File: src/rtl/bcd_time_pkg.sv
// ---------------------------------------------------------------------------
// bcd_time_pkg
// Shared types, constants and helpers for the BCD time-of-day keeper.
//   state_t        : controller states (RUN, LOAD)
//   ASCII_ZERO     : ASCII code of character '0'
//   *_MAX          : BCD digit / field limits
//   RST_TIME_*     : time shown after reset in each hour mode
//   bcd_inc        : increment a two-digit packed BCD value (no wrap check)
//   bcd_valid      : check a packed {H1,H0,M1,M0,S1,S0} value for legality
// ---------------------------------------------------------------------------
package bcd_time_pkg;

    typedef enum logic {
        RUN  = 1'b0,
        LOAD = 1'b1
    } state_t;

    localparam logic [7:0]  ASCII_ZERO  = 8'h30;
    localparam logic [3:0]  DIGIT_MAX   = 4'd9;
    localparam logic [3:0]  TENS_MAX    = 4'd5;
    localparam logic [7:0]  HOUR24_MAX  = 8'h23;
    localparam logic [7:0]  HOUR12_MAX  = 8'h12;
    localparam logic [23:0] RST_TIME_24 = 24'h000000;
    localparam logic [23:0] RST_TIME_12 = 24'h120000;

    function automatic logic [7:0] bcd_inc(input logic [7:0] v);
        if (v[3:0] == DIGIT_MAX) begin
            return {v[7:4] + 4'd1, 4'd0};
        end
        return {v[7:4], v[3:0] + 4'd1};
    endfunction

    // Hour ranges are compared as packed BCD bytes; this orders correctly
    // once every digit is known to be 0..9.
    function automatic logic bcd_valid(input logic [23:0] t, input logic h12);
        for (int i = 0; i < 6; i++) begin
            if (t[4*i +: 4] > DIGIT_MAX) begin
                return 1'b0;
            end
        end
        if ((t[15:12] > TENS_MAX) || (t[7:4] > TENS_MAX)) begin
            return 1'b0;
        end
        if (h12) begin
            return (t[23:16] != 8'h00) && (t[23:16] <= HOUR12_MAX);
        end
        return t[23:16] <= HOUR24_MAX;
    endfunction

endpackage

File: src/rtl/bcd_time_keeper_counter.sv
// ---------------------------------------------------------------------------
// bcd_mod_counter
// Combinational next-value logic for one two-digit BCD field (seconds or
// minutes). The register itself lives in the parent.
//   value       in  8 : current packed BCD field
//   inc         in  1 : advance this field by one
//   value_next  out 8 : field value after this cycle
//   carry       out 1 : field wrapped from MAX to WRAP (increment next field)
// Parameters: MAX = terminal value, WRAP = value following MAX.
// ---------------------------------------------------------------------------
module bcd_mod_counter
    import bcd_time_pkg::*;
#(
    parameter logic [7:0] MAX  = 8'h59,
    parameter logic [7:0] WRAP = 8'h00
) (
    input  logic [7:0] value,
    input  logic       inc,
    output logic [7:0] value_next,
    output logic       carry
);

    assign carry = inc && (value == MAX);

    always_comb begin
        value_next = value;
        if (inc) begin
            value_next = (value == MAX) ? WRAP : bcd_inc(value);
        end
    end

endmodule

File: src/rtl/bcd_time_keeper.sv
// ---------------------------------------------------------------------------
// bcd_time_keeper
// BCD HH:MM:SS time-of-day counter with prescaler, 24 h / 12 h modes,
// validated set-time handshake and a registered "HH:MM:SS" ASCII image.
//   clko       in  1  : clock
//   rst        in  1  : asynchronous active-low reset
//   en         in  1  : run enable (freezes prescaler and time when low)
//   set_valid  in  1  : set request; accepted when set_ready is high
//   set_time   in  24 : BCD {H1,H0,M1,M0,S1,S0} to load
//   set_pm     in  1  : PM value to load (12 h mode only)
//   set_ready  out 1  : high in RUN; low during the single LOAD cycle
//   set_err    out 1  : one-cycle pulse after an invalid load
//   hms        out 24 : current time, packed BCD
//   pm         out 1  : PM flag (always 0 in 24 h mode)
//   sec_pulse  out 1  : one-cycle pulse alongside each time advance
//   ascii      out 64 : "HH:MM:SS", hours-tens character in [63:56]
//   state      out    : controller state (RUN / LOAD)
// Optional (macro BCD_TIME_KEEPER_ALARM_EN):
//   alarm_we   in  1  : store alarm_time/alarm_pm
//   alarm_time in  24 : alarm time, packed BCD (not validated)
//   alarm_pm   in  1  : alarm PM flag
//   alarm_fire out 1  : pulse one cycle after a tick lands on the alarm
// Handshake: a request transfers on the rising clko edge where set_valid and
// set_ready are both high; set_time/set_pm are captured on that edge and the
// result (new time or set_err) is visible after the following edge.
// ---------------------------------------------------------------------------
module bcd_time_keeper
    import bcd_time_pkg::*;
#(
    parameter int unsigned DIV = 1,
    parameter int          H12 = 0,
    parameter logic [7:0]  SEP = 8'h3A
) (
    input  logic        clko,
    input  logic        rst,
    input  logic        en,
    input  logic        set_valid,
    input  logic [23:0] set_time,
    input  logic        set_pm,
    output logic        set_ready,
    output logic        set_err,
    output logic [23:0] hms,
    output logic        pm,
    output logic        sec_pulse,
    output logic [63:0] ascii,
`ifdef BCD_TIME_KEEPER_ALARM_EN
    input  logic        alarm_we,
    input  logic [23:0] alarm_time,
    input  logic        alarm_pm,
    output logic        alarm_fire,
`endif
    output state_t      state
);

    localparam logic          MODE12   = (H12 != 0);
    localparam logic [23:0]   RST_TIME = MODE12 ? RST_TIME_12 : RST_TIME_24;
    localparam int            CW       = (DIV > 1) ? $clog2(DIV) : 1;
    localparam logic [CW-1:0] LAST     = CW'(DIV - 1);

    function automatic logic [63:0] to_ascii(input logic [23:0] t);
        return {ASCII_ZERO + {4'h0, t[23:20]}, ASCII_ZERO + {4'h0, t[19:16]}, SEP,
                ASCII_ZERO + {4'h0, t[15:12]}, ASCII_ZERO + {4'h0, t[11:8]},  SEP,
                ASCII_ZERO + {4'h0, t[7:4]},   ASCII_ZERO + {4'h0, t[3:0]}};
    endfunction

    state_t        state_next;
    logic [CW-1:0] count;
    logic [23:0]   pend_time;
    logic          pend_pm;
    logic          accept;
    logic          tick;
    logic          load_ok;
    logic [7:0]    sec_next;
    logic [7:0]    min_next;
    logic [7:0]    hr_next;
    logic          pm_next;
    logic          sec_carry;
    logic          min_carry;

    assign set_ready = (state == RUN);
    assign accept    = set_valid && set_ready;
    // LOAD never ticks, so the prescaler naturally holds for that cycle.
    assign tick      = (state == RUN) && en && (count == LAST);
    assign load_ok   = (state == LOAD) && bcd_valid(pend_time, MODE12);

    always_comb begin
        state_next = state;
        case (state)
            RUN:     if (accept) state_next = LOAD;
            LOAD:    state_next = RUN;
            default: state_next = RUN;
        endcase
    end

    bcd_mod_counter #(.MAX({TENS_MAX, DIGIT_MAX}), .WRAP(8'h00)) u_sec (
        .value      (hms[7:0]),
        .inc        (tick),
        .value_next (sec_next),
        .carry      (sec_carry)
    );

    bcd_mod_counter #(.MAX({TENS_MAX, DIGIT_MAX}), .WRAP(8'h00)) u_min (
        .value      (hms[15:8]),
        .inc        (sec_carry),
        .value_next (min_next),
        .carry      (min_carry)
    );

    // Hours depend on the mode: 12 h runs 12,01..11 and flips PM on 11->12.
    always_comb begin
        hr_next = hms[23:16];
        pm_next = pm;
        if (min_carry) begin
            if (MODE12) begin
                if (hms[23:16] == HOUR12_MAX) begin
                    hr_next = 8'h01;
                end else if (hms[23:16] == 8'h11) begin
                    hr_next = HOUR12_MAX;
                    pm_next = ~pm;
                end else begin
                    hr_next = bcd_inc(hms[23:16]);
                end
            end else begin
                hr_next = (hms[23:16] == HOUR24_MAX) ? 8'h00 : bcd_inc(hms[23:16]);
            end
        end
    end

    always_ff @(posedge clko or negedge rst) begin
        if (!rst) begin
            state     <= RUN;
            count     <= '0;
            hms       <= RST_TIME;
            pm        <= 1'b0;
            pend_time <= RST_TIME;
            pend_pm   <= 1'b0;
            set_err   <= 1'b0;
            sec_pulse <= 1'b0;
            ascii     <= to_ascii(RST_TIME);
        end else begin
            state     <= state_next;
            sec_pulse <= tick;
            set_err   <= (state == LOAD) && !load_ok;
            ascii     <= to_ascii(hms);
            if (accept) begin
                pend_time <= set_time;
                pend_pm   <= MODE12 && set_pm;
            end
            if (state == LOAD) begin
                if (load_ok) begin
                    hms   <= pend_time;
                    pm    <= pend_pm;
                    count <= '0;
                end
            end else if (tick) begin
                hms   <= {hr_next, min_next, sec_next};
                pm    <= pm_next;
                count <= '0;
            end else if (en) begin
                count <= count + 1'b1;
            end
        end
    end

`ifdef BCD_TIME_KEEPER_ALARM_EN
    logic [24:0] alarm_reg;

    // sec_pulse marks a cycle whose hms came from a tick, so loads never fire.
    always_ff @(posedge clko or negedge rst) begin
        if (!rst) begin
            alarm_reg  <= {RST_TIME, 1'b0};
            alarm_fire <= 1'b0;
        end else begin
            if (alarm_we) begin
                alarm_reg <= {alarm_time, alarm_pm};
            end
            alarm_fire <= sec_pulse && ({hms, pm} == alarm_reg);
        end
    end
`endif

endmodule
File: config.mk
export PLATFORM = sky130hd
export DESIGN_NAME = bcd_time_keeper
export DESIGN_NICKNAME = d
export VERILOG_FILES = /design/src/rtl/bcd_time_pkg.sv /design/src/rtl/bcd_time_keeper_counter.sv /design/src/rtl/bcd_time_keeper.sv
export SDC_FILE = /design/constraint.sdc
export NUM_CORES = 1
export LEC_CHECK = 0
export CORE_AREA = 4 4 151 80
export DETAILED_ROUTE_END_ITERATION = 7
export DIE_AREA = 0 0 155 84
export GPL_ROUTABILITY_DRIVEN = 0
export PLACE_DENSITY = 0.65
export REMOVE_ABC_BUFFERS = 1
export SLEW_MARGIN = 20
export SYNTH_ARGS = -nofsm -noshare
export SYNTH_HDL_FRONTEND = slang
export SYNTH_SLANG_ARGS = --single-unit
File: constraint.sdc
create_clock -name clko -period 1.8 [get_ports clko]
set_input_delay 0.36 -clock clko [delete_from_list [all_inputs] [get_ports clko]]
set_output_delay 0.36 -clock clko [all_outputs]
set_load 0.01 [all_outputs]
### After elaboration in Yosys (flattened, before gate mapping)

Cells that the tools add are included.

* word-level logic and storage cells: 135
* bits in registers: 100
* input port bits: 29

* reduce and logical (&&, ||, !) cells: 23
* equality and inequality tests: 7
* magnitude comparators: 9
* bitwise gates (word level): 2
* mux-type cells: 69
* add/sub/neg operators: 13

Operators with widths (count)
* $mux W8: 11
* $mux W24: 3
* $mux W1: 54
* $add A6 B4 Y7 const A: 6
* $add A4 B1 Y4 const B: 6
* $gt A4 B4 Y1 const B: 6
* $eq A8 B7 Y1 const B: 2
* $eq A4 B4 Y1 const B: 3
* $reduce_bool A3 Y1: 4
* $reduce_and A3 Y1: 3
* $eq A8 B6 Y1 const B: 1
* $gt A4 B3 Y1 const B: 2
* $le A8 B6 Y1 const B: 1
* $reduce_and A4 Y1: 2
* $logic_and A1 B1 Y1: 7
* $reduce_bool A2 Y1: 3
* $reduce_and A2 Y1: 2
* $ne A2 B1 Y1 const B: 1
* $not A1 Y1: 2
* $pmux W1 S2: 1
* $add A1 B1 Y1 const B: 1
* $logic_not A1 Y1: 1
* $logic_or A1 B1 Y1: 1

### Logic depth before layout (Yosys ltp)

Gate-level depths: netlist of the first run.

* word-level depth: 23
* depth in mapped cells: 7
* depth with buffers taken out: 7

### Cells and area by module

Synthesis of the first run repeated with hierarchy kept, for this count alone.

* cells, all modules: 350
* area total of the unflattened synthesis: 3948.8 sq um

Modules (own cells, without submodules)
* bcd_time_keeper: area an instance 3415.8 sq um, instances 1, seq. area each 1901.8 sq um, cells each 272
* bcd_mod_counter: area an instance 266.5 sq um, instances 2, seq. area each 0.0 sq um, cells each 39

### Least setup slack after synthesis of the first run

OpenSTA, ideal clock, no wires.

* path type: reg-to-reg
* start point: register hms[2]
* end point: register hms[12]
* setup slack: -0.011 ns
* data arrival time: 1.686 ns
* required time: 1.675 ns
* period minus slack after synthesis: 1.811 ns
* buffers on the path: 0
* stages on the path, launching flop included: 6
* cell sequence: dfrtp_1 -> and4bb_2 -> nand2_1 -> or3_4 -> nand2_4 -> mux2_4

* longest elaborated chain between the ends: 4

RTL lines
* from (decl): line bcd_time_keeper.sv:42 `output logic [23:0] hms,`
* from (signal assigned): line bcd_time_keeper.sv:151 `hms <= pend_time;`
* from (signal assigned): line bcd_time_keeper.sv:156 `hms <= {hr_next, min_next, sec_next};`
* $eq A8 B7 Y1: line bcd_time_keeper_counter.sv:23 `assign carry = inc && (value == MAX);`
* $logic_and A1 B1 Y1: line bcd_time_keeper_counter.sv:23
* $reduce_bool A2 Y1 (no line)
* $reduce_and A4 Y1 (no line)

Every way passes these cells.
A chain may end at the register's enable or synchronous reset.

### Worst setup path in the final report of the first run

* start point: input port en
* end point: register hms[14]

* longest elaborated chain between the ends: 5
* elaborated cells between the ends (all ways): 6
* those cells by class: reduce/logical: 6

RTL lines
* from (decl): line bcd_time_keeper.sv:36 `input logic en,`
* $logic_and A1 B1 Y1 (*) (2 in a row): line bcd_time_keeper.sv:83 `assign tick = (state == RUN) && en && (count == LAST);`
* net tick: line bcd_time_keeper.sv:71 `logic tick;`
* $logic_and A1 B1 Y1: line bcd_time_keeper_counter.sv:23
* $reduce_bool A2 Y1 (no line)
* $reduce_and A4 Y1 (no line) (*)

The timed path passes the listed nets; every way through them passes the cells marked *.

==> results of run 1 <==
[layout by cell type, fill, tap and decap left out, types with 3 or more instances in the layout]
| cell | synthesis | final |
|---|---|---|
| a21oi_1 | 20 | 19 |
| buf_12 | 0 | 3 |
| buf_4 | 41 | 51 |
| bufinv_16 | 0 | 3 |
| clkbuf_16 | 0 | 9 |
| clkdlybuf4s50_1 | 0 | 67 |
| conb_1 | 2 | 41 |
| dfrtp_1 | 76 | 74 |
| dlymetal6s2s_1 | 0 | 9 |
| ha_1 | 8 | 8 |
| inv_1 | 12 | 12 |
| mux2_2 | 27 | 27 |
| nand2_1 | 20 | 18 |
| nand3_1 | 13 | 13 |
| nor2_1 | 12 | 11 |
| nor4b_1 | 4 | 4 |
| o21ai_0 | 18 | 16 |
| o21ai_1 | 1 | 3 |
| o2bb2ai_1 | 8 | 8 |
| o31ai_1 | 5 | 4 |
[state kept, by name, indices dropped and copies added (netlist names)]
| name | cells |
|---|---|
| sec_pulse | 1 |
| hms | 24 |
| ascii | 24 |
| pend_time | 24 |
| count | 1 |
| state | 1 |
| set_err | 1 |
[cell type report]
class | count | area (um2) | share of cell area [%]
tap | 145 | 181.4 | 3.409
multi-input combinational | 227 | 1582 | 29.72
clock buffer | 12 | 256.5 | 4.820
inverter | 13 | 48.80 | 0.9170
clock inverter | 4 | 95.09 | 1.787
timing repair buffer | 133 | 1254 | 23.56
sequential | 76 | 1904 | 35.79
[critical path, delay by kind of cell]
family                 cells  cell delay, ns
AND/OR/NAND/NOR            3            0.72
buffers and inverters      2            0.63
AO/OA/AOI/OAI              2            0.30
[synth_stat cells (4+ instances only)]
cell | count | share of area [%]
mux2_2 | 27 | 8.2
nor2_1 | 12 | 1.2
dfrtp_1 | 76 | 52
o31ai_1 | 5 | 1.0
inv_1 | 12 | 1.2
o2bb2ai_1 | 8 | 1.9
nand3_1 | 13 | 1.8
o21ai_0 | 18 | 2.4
a21oi_1 | 20 | 2.7
ha_1 | 8 | 2.7
buf_2 | 5 | 0.68
nor4b_1 | 4 | 0.95
buf_4 | 41 | 8.3
nand2_1 | 20 | 2.0
[worst paths after layout]
path | end | slack [ns] | cells past startpoint
max | hms[14] | 0.002 | 7
min | ascii[58] | 0.47 | 0
max reg2reg | hms[14] | 0.02 | 6
min reg2reg | ascii[58] | 0.47 | 0
max in group asynchronous | hms[18] | 0.72 | 3
min in group asynchronous | ascii[33] | 0.53 | 2
[per-stage QoR]
step	setup TNS, ns	area (um2)	hold slack (ns)	cells	total power [W]
4_1_cts	0	5255	0.4795	608	0.006379
3_5_place_dp	-5.187	4863	0.3587	590	0.004202
3_3_place_gp	-4.375	4863	0.3518	590	0.004162
6_report	0	5321	0.4740	610	0.006315
5_1_grt	-0.07029	5321	0.4969	610	0.006662
2_1_floorplan	-27.92	3491	0.06441	316	0.003044
[per-layer routing]
| layer | vias up | share of wire (%) |
|---|---|---|
| li1 | 1354 | - |
| met1 | 1372 | 50 |
| met2 | 89 | 42 |
| met3 | 8 | 7.5 |
| met4 | 0 | 0.71 |
| met5 | - | 0 |
[power breakdown]
part	leakage (nW)	internal (W)	switching (W)
Sequential	0.925	0.00206	0.000200
Combinational	1.36	0.00104	0.000891
Clock	0.173	0.00143	0.000694
[what timing repair did]
action | 4_1_cts | 5_1_grt
endpoints found under the hold margin | 22 | 0
setup buffers | 1 | 2
resized for setup | 9 | 20
pin swaps | 0 | 2
hold buffers | 1 | 0
endpoints found under the setup margin | 10 | 28
[kinds of logic after synthesis]
| logic type | count (synthesis) | synth area share (%) |
|---|---|---|
| flops | 76 | 51.51 |
| simple gates | 75 | 12.27 |
| compound gates | 69 | 12.34 |
| buf+inv | 63 | 10.74 |
| mux | 32 | 9.759 |
| fa+ha+maj | 8 | 2.711 |
| other cells | 2 | 0.2034 |
| xor+xnor | 2 | 0.4745 |
==> results.ini, run 1 <==
[floorplan]
rows = 27
die_w_um = 155
io_pins = 122
fp.coreArea_mm2 = 0.01078
die_y_um = 84
die_area_mm2 = 0.01302
start_util_pct = 34.26

[global_route]
met3_usage_pct = 6.370
track_usage_pct = 15.13
grt_pass1_vias = 2793
grt_use_met1_pct = 22.54
use_met2_pct = 20.44
grt_busiest_layer = met1
overflow = 0
antenna_found_initial = 0
grt_max_degree = 38
grt_pass1_wl_um = 15410

[detailed_routing]
initialDrtViolationCount = 172
wl_um = 9571
vias = 2823
via_per_inst = 4.628
wl_per_cell_um = 15.69
drcViolationCount = 0
drt-pass1-iter-count = 4
ant_nets = 0

[setup_path]
crit_chain = clkdlybuf4s50_1, nor3b_4, nand2_2, or3_4, buf_4, a21oi_1, o2bb2ai_1
path_max_fanout = 3
startpoint = en
crit_type = in2reg
worstSetupStartpointType = input port
max_stage_delay_ns = 0.48
slowest_stage = clkdlybuf4s50_1
worstReg2RegStart = hms[1]
arrival_ns = 2.01
required_ns = 2.01
crit_path_end_kind = flop

[yosys]
synth-edff-count = 0
yosys_warnings = 0
synth_seq_cells = 76
avgSynthCellArea_um2 = 11.29
syn_area_mm2 = 0.003692
synth_seq_area_share_pct = 51.51
syn_inst = 327
async_reset_ff_share_pct = 100.0
dominantRegCellSynth = dfrtp_1
synth_cell_types = 54

[placed_design]
numPortBuffers = 79
dp_slack_ns = -0.3612
place_hpwl_um = 7124

[cts]
cts-htree-levels = 3
clk_pin_slew_ns = 0.06
cts_buffers = 9
cts_buffer_depth = 2
cts_tree = done
clockRootBuffer = clkbuf_16
clock_latency_ns = 0.34
clock_sinks = 76

[sta]
rsz0062_at_grt = yes
finalCriticalPeriod_ns = 1.798
finClkSkew_ns = 0.006208
fin_ws_ns = 0.002199
finalSetupViolCount = 0
slew_viol_final = 0
fmax_mhz = 556.2
final-hold-violation-count = 0
period_share_pct = 99.88

[power_and_ir_drop]
powerDensity_mw_per_mm2 = 1187
irDropWorstVdd_mv = 0.6641
power.leakage_nw = 2.453

[flow_run]
maxCapViolations = 0

[layout]
diodes = 0
drive_above_1_share_pct = 25.38
final_core_util_pct = 49.38
fin_nets = 497
fill_cells = 973
area_delta_synth_final_pct = 44.12

[hold_path]
hp-start = hms[22]
min_path_type = reg2reg

[run_status]
status = completed

No activity file was read; power rests on OpenSTA's default activity.
==> inputs of run 2 (changes only) <==
--- a/config.mk
+++ b/config.mk
@@ -5,11 +5,11 @@
 export SDC_FILE = /design/constraint.sdc
 export NUM_CORES = 1
 export LEC_CHECK = 0
-export CORE_AREA = 4 4 151 80
+export CORE_AREA = 4 4 138 74
 export DETAILED_ROUTE_END_ITERATION = 7
-export DIE_AREA = 0 0 155 84
+export DIE_AREA = 0 0 142 78
 export GPL_ROUTABILITY_DRIVEN = 0
-export PLACE_DENSITY = 0.65
+export PLACE_DENSITY = 0.76
 export REMOVE_ABC_BUFFERS = 1
 export SLEW_MARGIN = 20
 export SYNTH_ARGS = -nofsm -noshare
==> results.ini, run 2 (synthesis gave the netlist of run 1 again) <==
[run_status]
status = finished, violations left
failed_checks = hold timing

[placed_design]
numPortBuffers = 79
place_hpwl_um = 7197
dp_slack_ns = -0.2958
dp.cells = 567

[sta]
slew_viol_final = 0
finalSetupViolCount = 0
max-slew-margin-rel_pct = 65.46
rsz0062_at_grt = yes
setup_tns_ns = 0
period_share_pct = 98.87
fin_ws_ns = 0.02039
finalCriticalPeriod_ns = 1.780
final-hold-violation-count = 5
worst_hold_slack_ns = -0.005742
fmax_mhz = 561.9
worst_slew_pin_slew_ns = 0.5181
finClkSkew_ns = 0.005350

[cts]
cts-htree-levels = 3
clockRootBuffer = clkbuf_16
ctsHoldBuffers = 0
cts_buffer_depth = 2
clk_pin_slew_ns = 0.05
cts_tree = done
clock_sinks = 76
clock_latency_ns = 0.34
cts_buffers = 9

[setup_path]
r2r_slack_ns = 0.06
crit_path_end_kind = flop
slowest_stage = clkdlybuf4s50_1
worstReg2RegStart = pend_time[23]
max_stage_delay_ns = 0.48
r2r_cells = 5
r2r-end = hms[21]
arrival_ns = 1.99
crit_type = in2reg
worstSetupStartpointType = input port
crit_chain = clkdlybuf4s50_1, nor3b_4, nand2_1, or3_4, buf_4, a21oi_1, o2bb2ai_1
required_ns = 2.01
path_max_fanout = 3

[power_and_ir_drop]
power.switching_w = 0.001772
swShare_pct = 29.28
p_int_w = 0.004279
p_seq_share_pct = 37.5
clkPwrFrac_pct = 29.8
power.leakage_nw = 2.344
powerDensity_mw_per_mm2 = 1152
combPwrFrac_pct = 32.7
irDropWorstVdd_mv = 0.6108

[flow_run]
maxCapViolations = 0

[layout]
layout_common_cells = dfrtp_1, clkdlybuf4s50_1, buf_4
area_delta_synth_final_pct = 42.26
fin_nets = 496
stdcell_count = 585
final_common_cell = dfrtp_1
diodes = 0
fill_cells = 765
multi_input_area_mm2 = 0.001620
seqCellArea_mm2 = 0.001904
top_regs = ascii (24), hms (24), pend_time (24)
final_core_util_pct = 57.70
drive_above_1_share_pct = 25.65

[floorplan]
die_w_um = 142
fp.coreArea_mm2 = 0.009102
die_area_mm2 = 0.01108
io_pins = 122
start_util_pct = 40.56
rows = 25
die_y_um = 78

[global_route]
met3_usage_pct = 6.342
grt_busiest_layer = met2
track_usage_pct = 17.64
use_met2_pct = 25.35
overflow = 0
grt_pass1_vias = 2902
grt_max_degree = 39
grt_use_met1_pct = 24.89
antenna_found_initial = 0
grt_pass1_wl_um = 15170

[detailed_routing]
initialDrtViolationCount = 197
wl_um = 9697
vias = 2923
ant_nets = 0
drcViolationCount = 0
wl_per_cell_um = 16.58
drt-pass1-iter-count = 5
via_per_inst = 4.997

[hold_path]
min_path_type = in2async

run 2: cell types whose count changed in the layout (fill, tap and decap cells not counted), moves of 2 or more:
cell             before  now
and3_2                2    0
clkdlybuf4s50_1      67   71
and3_4                0    2
dlymetal6s2s_1        9    4
bufinv_16             3    1
clkbuf_1              1    4
run 2: metrics by stage:
step / power [W] / instance area (um2)
after global placement: 0.004164 / 4853
final: 0.006051 / 5253
after floorplan: 0.003044 / 3491
after CTS: 0.006062 / 5157
after detailed placement: 0.004225 / 4853
after global routing: 0.006361 / 5253
run 2: what timing repair did:
action,in CTS,in global routing
setup buffers,0,2
gates cloned,0,0
resized for setup,8,21
endpoints found under the setup margin,5,21
pin swaps,0,5
run 2: worst max path at each step:
| stage | from | to | slack, ns |
|---|---|---|---|
| after global placement | en | hms[12] | -0.25 |
| final | en | hms[14] | 0.02 |
| after floorplan | state | pend_time[0] | -0.82 |
| after CTS | pend_time[15] | hms[16] | 0.002 |
| after detailed placement | en | hms[14] | -0.30 |
| after global routing | pend_time[18] | hms[21] | -0.04 |
run 2: power by group through the flow:
stage / sequential, W / clock (W) / combinational (W)
finish: 0.00227 / 0.00180 / 0.00198
global route: 0.00231 / 0.00190 / 0.00215
CTS: 0.00226 / 0.00184 / 0.00196
detailed placement: 0.00228 / 0 / 0.00194
global placement: 0.00227 / 0 / 0.00190
floorplan: 0.00251 / 0 / 0.000533
run 2: critical path: cells and delay by family:
kind / cells / cell delay, ns
AND/OR/NAND/NOR: 3 / 0.76
buffers and inverters: 2 / 0.64
AO/OA/AOI/OAI: 2 / 0.24
run 2: area by class of cell:
class,count,area share [%]
clock buffer,15,5.098
clock inverter,1,0.5717
inverter,13,0.9290
multi-input combinational,227,30.85
sequential,76,36.26
tap,121,2.882
timing repair buffer,132,23.42
run 2: metal layers:
layer / routed length, um / vias up
li1: - / 1343
met1: 4509 / 1453
met2: 4304 / 114
met3: 754 / 13
met4: 129 / 0
met5: 0 / -
==> edit, RTL diff (config.mk and constraints of run 2) <==
`WRAP` is set to 8'h00 in 3 places; all go to 8'h01.
--- a/src/rtl/bcd_time_keeper_counter.sv
+++ b/src/rtl/bcd_time_keeper_counter.sv
@@ -14,3 +14,3 @@
     parameter logic [7:0] MAX  = 8'h59,
-    parameter logic [7:0] WRAP = 8'h00
+    parameter logic [7:0] WRAP = 8'h01
 ) (
--- a/src/rtl/bcd_time_keeper.sv
+++ b/src/rtl/bcd_time_keeper.sv
@@ -94,3 +94,3 @@
 
-    bcd_mod_counter #(.MAX({TENS_MAX, DIGIT_MAX}), .WRAP(8'h00)) u_sec (
+    bcd_mod_counter #(.MAX({TENS_MAX, DIGIT_MAX}), .WRAP(8'h01)) u_sec (
         .value      (hms[7:0]),
@@ -101,3 +101,3 @@
 
-    bcd_mod_counter #(.MAX({TENS_MAX, DIGIT_MAX}), .WRAP(8'h00)) u_min (
+    bcd_mod_counter #(.MAX({TENS_MAX, DIGIT_MAX}), .WRAP(8'h01)) u_min (
         .value      (hms[15:8]),
Behaviour: not the same (Yosys sat finds a counterexample within 4 cycles, from zero or initial values and one cycle with rst low).
==> edit against run 2 <==
Wire length increased by 9.8%. Critical path depth decreased by 1. Synthesized area increased by 2.4%. Cell area increased by 7.4%. Setup slack got worse by 0.036 ns. The run ends with setup timing left. Largest power group unchanged. Cell count increased by 5.1%. Highest routed layer unchanged. Critical path type is now flop to flop. Total power decreased by 1.4%. Combinational power decreased by 9%. Critical endpoint is now hms[21]. Worst hold slack improved by 0.37 ns. Sequential cell count unchanged.
==> edit: results (changes against run 2) <==
setup ws final -0.0161 ns (was 0.0204 ns); CLK BUF 11 (was 15); count of non-CTS buffers in the layout 159 (was 132); CP max stage delay 0.43 ns (was 0.48 ns); final setup violation count 1 (was 0); peak supply drop 0.000580 V (was 0.000611 V); Area contributors post-synth dfrtp_1 50%, buf_4 8.7%, mux2_2 7.1% (was dfrtp_1 52%, buf_4 8.3%, mux2_2 8.2%); top sig layer met4 (unchanged); Non-Clock Buffer Area Fraction 25.7% (was 23.4%); crit path launch type flop (was input pin); met2 routed wirelength 4.69 mm (was 4.30 mm); leading cell types by count after synthesis 76 x dfrtp_1, 44 x buf_4, 24 x mux2_2 (was 76 x dfrtp_1, 41 x buf_4, 27 x mux2_2); Worst Path Arrival 2.05 ns (was 1.99 ns); clock power share 33.0% (was 29.8%); synth unique cells 60 (was 54); post-DP HPWL 7.71 mm (was 7.20 mm); fraction of area in multi-input gates 31.3% (was 30.8%); placed cell count 588 (was 567); Total GRT Usage 19.6% (was 17.6%); Post-Synth XOR/XNOR Area 0.695% (was 0.474%); first drt pass iteration count 4 (was 5); vias in the first global route 3,088 (was 2,902); 1st-iter DRT viols 178 (was 197); violated checks setup timing (was hold timing); Avg Vias per Cell 5.06 (was 5.00); #MultiIn Comb 233 (was 227); sequential area share after synthesis 50.3% (was 51.5%); GR Layer Usage met2 27.9% (was 25.4%); Final nets 527 (was 496); layout cells sized above 1 35.0% (was 25.6%); fin util 62.0% (was 57.7%); Hold WC Path Type input pin to flop (was input pin to async pin); fillcell total 686 (was 765); DR WL/cell 17.3 um (was 16.6 um); largest net degree at the start of global routing 34 (was 39); WL met3 871 um (was 754 um); CTS H-tree lvls 3 (unchanged); Min-Delay Path Depth 2; Logic pwr share 30.4% (was 32.7%); met1 usage 28.5% (was 24.9%); Critical R2R Launch pend_time[15] (was pend_time[23]); Syn Inst Count 337 (was 327); GRT busiest layer met1 (was met2); M1 WL 4.96 mm (was 4.51 mm); leakage 2.53 nW (was 2.34 nW); clk cell area share 5.77% (was 5.67%); status complete, but fails checks (unchanged); crit path capture hms[21] (was hms[14]); proportion of synthesized area in mux cells 9.92% (was 9.76%); adder and majority gate portion of the synthesized area 2.65% (was 2.71%); Slowest cell on crit path dfrtp_1 (was clkdlybuf4s50_1); first-pass GRT wire length 16.9 mm (was 15.2 mm); inverter count 11 (was 13); FF/Latch Area 1900 um^2 (about the same); post-route insts no fill 615 (was 585); met3 Usage GRT 7.20% (was 6.34%); sw frac 28.9% (was 29.3%); Worst Clk Skew 0.00813 ns (was 0.00535 ns); worst-path maximum fanout 4 (was 3)
-- edit: changes by cell type in the layout (fill, tap and decap cells not counted), moves of 6 or more --
cell and delta:
buf_4 +22, nand2_1 -14, o2bb2ai_1 -6, a211oi_1 +6, o21ai_0 -10, nor3_1 +6, nand3_1 -6, a21oi_1 -9
-- edit: stage by stage --
| step | power (W) | instance area [um^2] | worst slack (ns) | TNS [ns] |
|---|---|---|---|---|
| 3_5_place_dp | 0.00386 | 5020 | -0.552 | -9.71 |
| 2_1_floorplan | 0.00285 | 3540 | -0.647 | -24.17 |
| 4_1_cts | 0.00592 | 5440 | 0.00116 | 0 |
| 6_report | 0.00597 | 5640 | -0.0161 | -0.0161 |
| 5_1_grt | 0.00626 | 5640 | -0.0573 | -0.405 |
| 3_3_place_gp | 0.00381 | 5020 | -0.442 | -8.28 |
-- edit: timing repair --
action	in CTS	in global routing
endpoints found under the setup margin	28	31
endpoints found under the hold margin	30	0
pin swaps	2	14
setup buffers	4	7
cloned	0	0
hold buffers	1	0
resized for setup	25	47
